### src/rtl/subword_store_unit_if.sv
// Store request / data memory bundle for subword_store_unit.
// The slave view is the store unit; the master view is the datapath plus memory.
interface subword_store_unit_if;
    logic        req_valid;
    logic        req_ready;
    logic [31:0] req_addr;
    logic [31:0] req_wdata;
    logic [1:0]  req_size;
    logic        done;
    logic        err;
    logic [29:0] mem_addr;
    logic        mem_rd_en;
    logic [31:0] mem_rdata;
    logic        mem_wr_en;
    logic [31:0] mem_wdata;

    modport slave (
        input  req_valid, req_addr, req_wdata, req_size, mem_rdata,
        output req_ready, done, err, mem_addr, mem_rd_en, mem_wr_en, mem_wdata
    );

    modport master (
        output req_valid, req_addr, req_wdata, req_size, mem_rdata,
        input  req_ready, done, err, mem_addr, mem_rd_en, mem_wr_en, mem_wdata
    );
endinterface

### src/rtl/subword_store_unit.sv
// SB/SH/SW store unit: word stores write directly, sub-word stores read-modify-write
// the containing memory word with big-endian lane placement.
module subword_store_unit (
    input  logic                clk,
    input  logic                rst_n,
    subword_store_unit_if.slave bus
);
    localparam logic [2:0] IDLE  = 3'd0;
    localparam logic [2:0] READ  = 3'd1;
    localparam logic [2:0] MERGE = 3'd2;
    localparam logic [2:0] WRITE = 3'd3;
    localparam logic [2:0] ERR   = 3'd4;

    logic [2:0]  state;
    logic [31:0] addr_q;
    logic [31:0] wdata_q;
    logic [1:0]  size_q;
    logic [31:0] merged_q;
    logic [31:0] merged_d;
    logic        misaligned;

    always_comb begin
        misaligned = 1'b0;
        case (bus.req_size)
            2'b01:   misaligned = bus.req_addr[0];
            2'b10:   misaligned = (bus.req_addr[1:0] != 2'b00);
            2'b11:   misaligned = 1'b1;
            default: misaligned = 1'b0;
        endcase
    end

    // Lane 0 is the most significant byte; only byte/half sizes ever reach MERGE.
    always_comb begin
        merged_d = bus.mem_rdata;
        if (size_q == 2'b00) begin
            case (addr_q[1:0])
                2'b00:   merged_d[31:24] = wdata_q[7:0];
                2'b01:   merged_d[23:16] = wdata_q[7:0];
                2'b10:   merged_d[15:8]  = wdata_q[7:0];
                default: merged_d[7:0]   = wdata_q[7:0];
            endcase
        end else if (addr_q[1]) begin
            merged_d[15:0] = wdata_q[15:0];
        end else begin
            merged_d[31:16] = wdata_q[15:0];
        end
    end

    always_ff @(posedge clk or negedge rst_n) begin
        if (!rst_n) begin
            state    <= IDLE;
            addr_q   <= '0;
            wdata_q  <= '0;
            size_q   <= '0;
            merged_q <= '0;
        end else begin
            case (state)
                IDLE: begin
                    if (bus.req_valid) begin
                        addr_q  <= bus.req_addr;
                        wdata_q <= bus.req_wdata;
                        size_q  <= bus.req_size;
                        if (misaligned)
                            state <= ERR;
                        else if (bus.req_size == 2'b10)
                            state <= WRITE;
                        else
                            state <= READ;
                    end
                end
                READ:  state <= MERGE;
                MERGE: begin
                    merged_q <= merged_d;
                    state    <= WRITE;
                end
                WRITE:   state <= IDLE;
                ERR:     state <= IDLE;
                default: state <= IDLE;
            endcase
        end
    end

    assign bus.req_ready = (state == IDLE);
    assign bus.mem_rd_en = (state == READ);
    assign bus.mem_wr_en = (state == WRITE);
    assign bus.done      = (state == WRITE) || (state == ERR);
    assign bus.err       = (state == ERR);
    assign bus.mem_addr  = addr_q[31:2];
    assign bus.mem_wdata = (state != WRITE)     ? '0      :
                           (size_q == 2'b10)    ? wdata_q : merged_q;
endmodule
### src/flat_wrapper.sv
// flat-port wrapper written by rule: the top's interface ports become plain ports
module subword_store_unit_flat 
  (clk, rst_n, bus_req_valid, bus_req_addr, bus_req_wdata, bus_req_size, bus_mem_rdata, bus_req_ready, bus_done, bus_err, bus_mem_addr, bus_mem_rd_en, bus_mem_wr_en, bus_mem_wdata);
  subword_store_unit_if bus_i ();
  input  logic clk;
  input  logic rst_n;
  input wire logic [$bits(bus_i.req_valid)-1:0] bus_req_valid;
  input wire logic [$bits(bus_i.req_addr)-1:0] bus_req_addr;
  input wire logic [$bits(bus_i.req_wdata)-1:0] bus_req_wdata;
  input wire logic [$bits(bus_i.req_size)-1:0] bus_req_size;
  input wire logic [$bits(bus_i.mem_rdata)-1:0] bus_mem_rdata;
  output wire logic [$bits(bus_i.req_ready)-1:0] bus_req_ready;
  output wire logic [$bits(bus_i.done)-1:0] bus_done;
  output wire logic [$bits(bus_i.err)-1:0] bus_err;
  output wire logic [$bits(bus_i.mem_addr)-1:0] bus_mem_addr;
  output wire logic [$bits(bus_i.mem_rd_en)-1:0] bus_mem_rd_en;
  output wire logic [$bits(bus_i.mem_wr_en)-1:0] bus_mem_wr_en;
  output wire logic [$bits(bus_i.mem_wdata)-1:0] bus_mem_wdata;
  assign bus_i.req_valid = bus_req_valid;
  assign bus_i.req_addr = bus_req_addr;
  assign bus_i.req_wdata = bus_req_wdata;
  assign bus_i.req_size = bus_req_size;
  assign bus_i.mem_rdata = bus_mem_rdata;
  assign bus_req_ready = bus_i.req_ready;
  assign bus_done = bus_i.done;
  assign bus_err = bus_i.err;
  assign bus_mem_addr = bus_i.mem_addr;
  assign bus_mem_rd_en = bus_i.mem_rd_en;
  assign bus_mem_wr_en = bus_i.mem_wr_en;
  assign bus_mem_wdata = bus_i.mem_wdata;
  subword_store_unit u_core (.clk(clk), .rst_n(rst_n), .bus(bus_i));
endmodule
### config.mk
export PLATFORM = sky130hd
export DESIGN_NAME = subword_store_unit_flat
export DESIGN_NICKNAME = d
export VERILOG_FILES = /design/src/rtl/subword_store_unit_if.sv /design/src/rtl/subword_store_unit.sv /design/src/flat_wrapper.sv
export SDC_FILE = /design/constraint.sdc
export NUM_CORES = 1
export LEC_CHECK = 0
export BUFFER_PORTS_ARGS = -buffer_cell sky130_fd_sc_hd__buf_2
export CORE_MARGIN = 2
export CORE_UTILIZATION = 47
export CTS_CLUSTER_SIZE = 16
export DETAILED_ROUTE_END_ITERATION = 8
export PLACE_DENSITY = 0.84
export SETUP_SLACK_MARGIN = 0.4
export SLEW_MARGIN = 20
export SYNTH_ARGS = -nofsm -noshare
export SYNTH_HDL_FRONTEND = slang
export SYNTH_SLANG_ARGS = --single-unit
export TNS_END_PERCENT = 5
### constraint.sdc
create_clock -name clk -period 1.6 [get_ports clk]
set_input_delay 0.32 -clock clk [delete_from_list [all_inputs] [get_ports clk]]
set_output_delay 0.32 -clock clk [all_outputs]
set_load 0.02 [all_outputs]
-- Word level (Yosys, flattened, before mapping)
Cells that the tools add are included.
- input port bits: 101
- logic and storage cells: 38
- output and inout bits: 67
- flip-flop bits (word level): 101
- multiplexer cells: 14
- eq/ne operators: 12
- reductions and logical operators: 7
- operators with widths (cell ; count):
    two-way mux 32 bit ; 3
    two-way mux 16 bit ; 2
    two-way mux 8 bit ; 4
    one-hot mux 3 bit (3 select lines) ; 1
    equality test 2 bit (second input constant) ; 4
    equality test 3 x 2 -> 1 bit (second input constant) ; 2
    two-way mux 3 bit ; 2
    equality test 2 x 1 -> 1 bit (second input constant) ; 2
    zero test 2 bit ; 2
    equality test 3 x 1 -> 1 bit (second input constant) ; 1
    equality test 3 bit (second input constant) ; 1
    zero test 3 bit ; 1
    inequality test 3 x 2 -> 1 bit (second input constant) ; 1
    one-hot mux 1 bit (3 select lines) ; 1
    OR reduction 3 bit ; 1
    two-way mux 2 bit ; 1
    inequality test 2 bit (second input constant) ; 1
    AND reduction 2 bit ; 1
    nonzero test 2 bit ; 1
    logical OR 1 bit ; 1

-- Logic depth before layout (Yosys ltp)
- word-level depth: 5
- mapped depth: 7
- depth with buffers taken out: 3

-- Worst setup path after synthesis
Ideal clock, no wire load.
- path type: reg2reg
- from: register u_core.state[1]
- to: register u_core.wdata_q[10]
- data required time: 1.475 ns
- slack: -0.221 ns
- clock period less this slack: 1.821 ns
- setup time: 0.125 ns
- arrival time: 1.696 ns
- buffers on the path: 4
- stages on the path, launching flop included: 8
- cell sequence: dfrtp_1 buf_6 nor3_2 and2_4 buf_6 buf_12 buf_12 mux2_4
- longest elaborated chain between the ends: 2
- RTL lines (element ; line ; RTL):
    start, declared ; subword_store_unit.sv:14 ; logic [2:0] state;
    start signal, assigned ; subword_store_unit.sv:51 ; state <= IDLE;
    start signal, assigned ; subword_store_unit.sv:64 ; state <= ERR;
    start signal, assigned ; subword_store_unit.sv:66 ; state <= WRITE;
    zero test 3 bit ; n/a ;
    net bus_req_ready ; flat_wrapper.sv:12 ; output wire logic [$bits(bus_i.req_ready)-1:0] bus_req_ready;
    AND reduction 2 bit (no line) ; n/a ;
    end signal, assigned ; subword_store_unit.sv:61 ; wdata_q <= bus.req_wdata;
    end, declared ; subword_store_unit.sv:16 ; logic [31:0] wdata_q;
The timed path passes the listed nets, and every way through them passes these cells.
A chain may end at the register's enable or synchronous reset.

-- Final worst setup path
- from: register u_core.state[0]
- to: output port bus_done
- longest elaborated chain between the ends: 2
- elaborated cells on any way between the ends: 3
- those cells by class: eq/ne (2); reduce/logical (1)
- RTL lines (element ; line ; RTL):
    equality test 3 x 2 -> 1 bit / equality test 3 bit (equally long branches) ; subword_store_unit.sv:86 ; assign bus.done = (state == WRITE) || (state == ERR);
    logical OR 1 bit * ; subword_store_unit.sv:86 ;
    end, declared ; flat_wrapper.sv:13 ; output wire logic [$bits(bus_i.done)-1:0] bus_done;
Every way passes the cells marked *; elsewhere a longest branch is shown, timed or not.

==> qor.csv <==
metric;value;unit
CTS root buf;clkbuf_16;
initial antenna violation count;0;
Reg2Reg Launch Point;u_core.size_q[1];
H-Tree Depth;3;
core area;12000;µm²
DR pass1 iterations;5;
Tmin final;1.87;ns
CP cell instances;nand3b_1 > buf_6 > inv_1 > or2_2 > buf_6;
final-report setup violation count;102;
reg2reg setup slack;-0.10;ns
Seq/Total Area, Yosys;0.438;
post-synth net total;652;
status;complete, but fails checks;
Final HPWL DP;11100;µm
row cnt;40;
synthesized area per cell;10.5;µm²
Die X;115;µm
IO buf count;167;
Worst-path clk slew;0.07;ns
largest cells by area after synthesis;dfrtp_1, mux2_4, mux2_2;
Core Util, Final;0.628;
Pwr Density;2280;nW/µm²
Final Skew;0.00603;ns
Routed WL per cell;19.5;µm
clock tree sinks;101;
total power;0.0172;W
Post-synth ARST share;1.00;
Worst Hold Depth;2;
fmax;534;MHz
Inserted Clock Buffers;9;
Period Utilization, post-route;1.17;
Slew Viols, Final;0;
Critical Path RT;1.28;ns
Leakage;3.52;nW
Slowest-stage cell, CP;dfrtp_2;
clock buffer depth;2;
final hold violations;0;
kind of critical path;flip-flop to output pin;
Placement Cell Area;6620;µm²
area of the multi-input gates;2900;µm²
Slew headroom;0.624;
Yosys top cell area share;0.438;
Buf+Inv Stages, Crit Path;3;
Fillers;951;
number of global-route vias before repair;5021;
Hold WS;0.205;ns
final instance area;7540;µm²
Worst VDD drop;1.04;mV
CP Launch Type;flip-flop;
Initial Util;0.481;
vias after detailed routing;4875;
CP delay by family, top;flip-flops;
Data arrival, critical path;1.55;ns
RSZ-0062 raised after global routing;yes;
global-route wire length before repair;25100;µm
Die H;115;µm
number of synthesized flops with an enable pin;0;
Reg area;2530;µm²
Final #Nets;788;
post-synth top area cell;dfrtp_1;
crit-path max FO;4;
Final WS setup;-0.274;ns
GRT Util Overall;0.245;
crit path capture type;output pin;
max_cap viols;0;
Iteration-0 DRC Markers;284;
antenna cells;0;
Post-DRT Antenna Nets;0;
reg2reg end;u_core.merged_q[25];
register bit total from synthesis;101;
Worst Hold Path EP;u_core.addr_q[29];
Main synth FF type;dfrtp_1;
Mapped Cells;551;
final RePlAce weighted congestion;0.896;
reg2reg path depth;6;
Top Ports;168;
Most common cell on crit path;buf_6;
Syn-to-layout area delta;30.6;%
Total Routed Length;16400;µm
Critical Path Max Stage Delay;0.45;ns
setup TNS;-10.81;ns
drc violations;0;
CTS tree;built;
vias per std cell;5.81;
hold path startpoint;bus_req_addr[29];
area of the die;13200;µm²
gr ovfl total;0;
largest net degree at the start of global routing;45;
clock latency on the worst-skew pair;0.34;ns
HP Class;primary input to flip-flop;
Unique masters post-synth;34;
Mapped Area;5780;µm²
share of cells above drive strength 1;0.478;
yosys warns;0;
failing checks;setup timing;
Slew @ Worst Pin;0.561;ns
==> layer usage <==
layer / up-vias / global-route usage / routed length (µm) / part of all wire
li1: 2210 / - / - / -
met1: 2405 / 0.287 / 6430 / 0.39
met2: 197 / 0.421 / 8270 / 0.50
met3: 63 / 0.0569 / 1030 / 0.063
met4: 0 / 0.127 / 668 / 0.041
met5: - / 0 / 0 / 0
==> kinds of logic (layout without fill, tap and decap cells) <==
group / after synthesis / in the layout / synth area share
buffers and inverters: 82 / 223 / 0.0960
muxes: 74 / 74 / 0.161
DFF: 101 / 101 / 0.438
AOI/OAI and AO/OA: 141 / 141 / 0.169
and+or+nand+nor: 153 / 153 / 0.136
==> placed cells by master, fill, tap and decap left out, drive strengths merged, types with 11 or more instances in the layout <==
cell and n:
nand2 89, o31ai 24, a21oi 41, dfrtp 101, a211oi 50, nor2b 25
mux2 66, clkbuf 11, and3b 16, buf 204
==> area by class of cell <==
| cell class | count | area share |
|---|---|---|
| inverters | 2 | 0.000995 |
| flip-flops and latches | 101 | 0.336 |
| repair buffers | 205 | 0.213 |
| well taps | 147 | 0.0244 |
| clock inverters | 5 | 0.00995 |
| multi-input cells | 368 | 0.385 |
| clock buffers | 11 | 0.0309 |
==> registers in the layout, indices dropped and copies added, names as in the netlist <==
register,flops
u_core.addr_q,32
u_core.wdata_q,32
u_core.size_q,2
u_core.merged_q,32
u_core.state,3
==> timing repair <==
item	4_1_cts	5_1_grt
resized for setup	119	40
pin swaps	4	4
endpoints found under the hold margin	27	0
cloned	1	0
hold buffers	1	0
setup endpoints to repair	165	166
setup buffers	4	2
==> per-stage QoR <==
step / setup slack, ns / std cells
after detailed placement: -0.0391 / 815
final: -0.274 / 839
after global routing: -0.335 / 839
after floorplan: -0.122 / 551
after CTS: -0.270 / 837
after global placement: -0.00320 / 815
==> how the worst max path moves through the flow <==
stage | slack (ns) | depth (start not counted) | to | start
2_1_floorplan | -0.12 | 7 | u_core.wdata_q[10] | u_core.state[1]
3_3_place_gp | -0.003 | 5 | bus_done | u_core.state[2]
3_5_place_dp | -0.04 | 5 | bus_done | u_core.state[2]
4_1_cts | -0.27 | 5 | bus_done | u_core.state[1]
5_1_grt | -0.33 | 4 | bus_done | u_core.state[0]
6_report | -0.27 | 5 | bus_done | u_core.state[0]
==> power by group <==
group	switching, W	internal, W
Sequential	0.00128	0.00389
Clock	0.000942	0.00136
Combinational	0.00490	0.00481
Total	0.00712	0.0101
==> Yosys cell counts (all sizes together), types with 3 or more instances <==
cell    instances
nor3b           3
a211oi         50
and3            8
buf            54
nor2b          25
nand2          89
a22o            8
o31ai          24
mux2i           8
o21a            8
a21oi          41
a211o           8
and3b          16
mux2           66
clkbuf         26
nand2b          3
dfrtp         101
No activity file was read; power rests on OpenSTA's default activity.
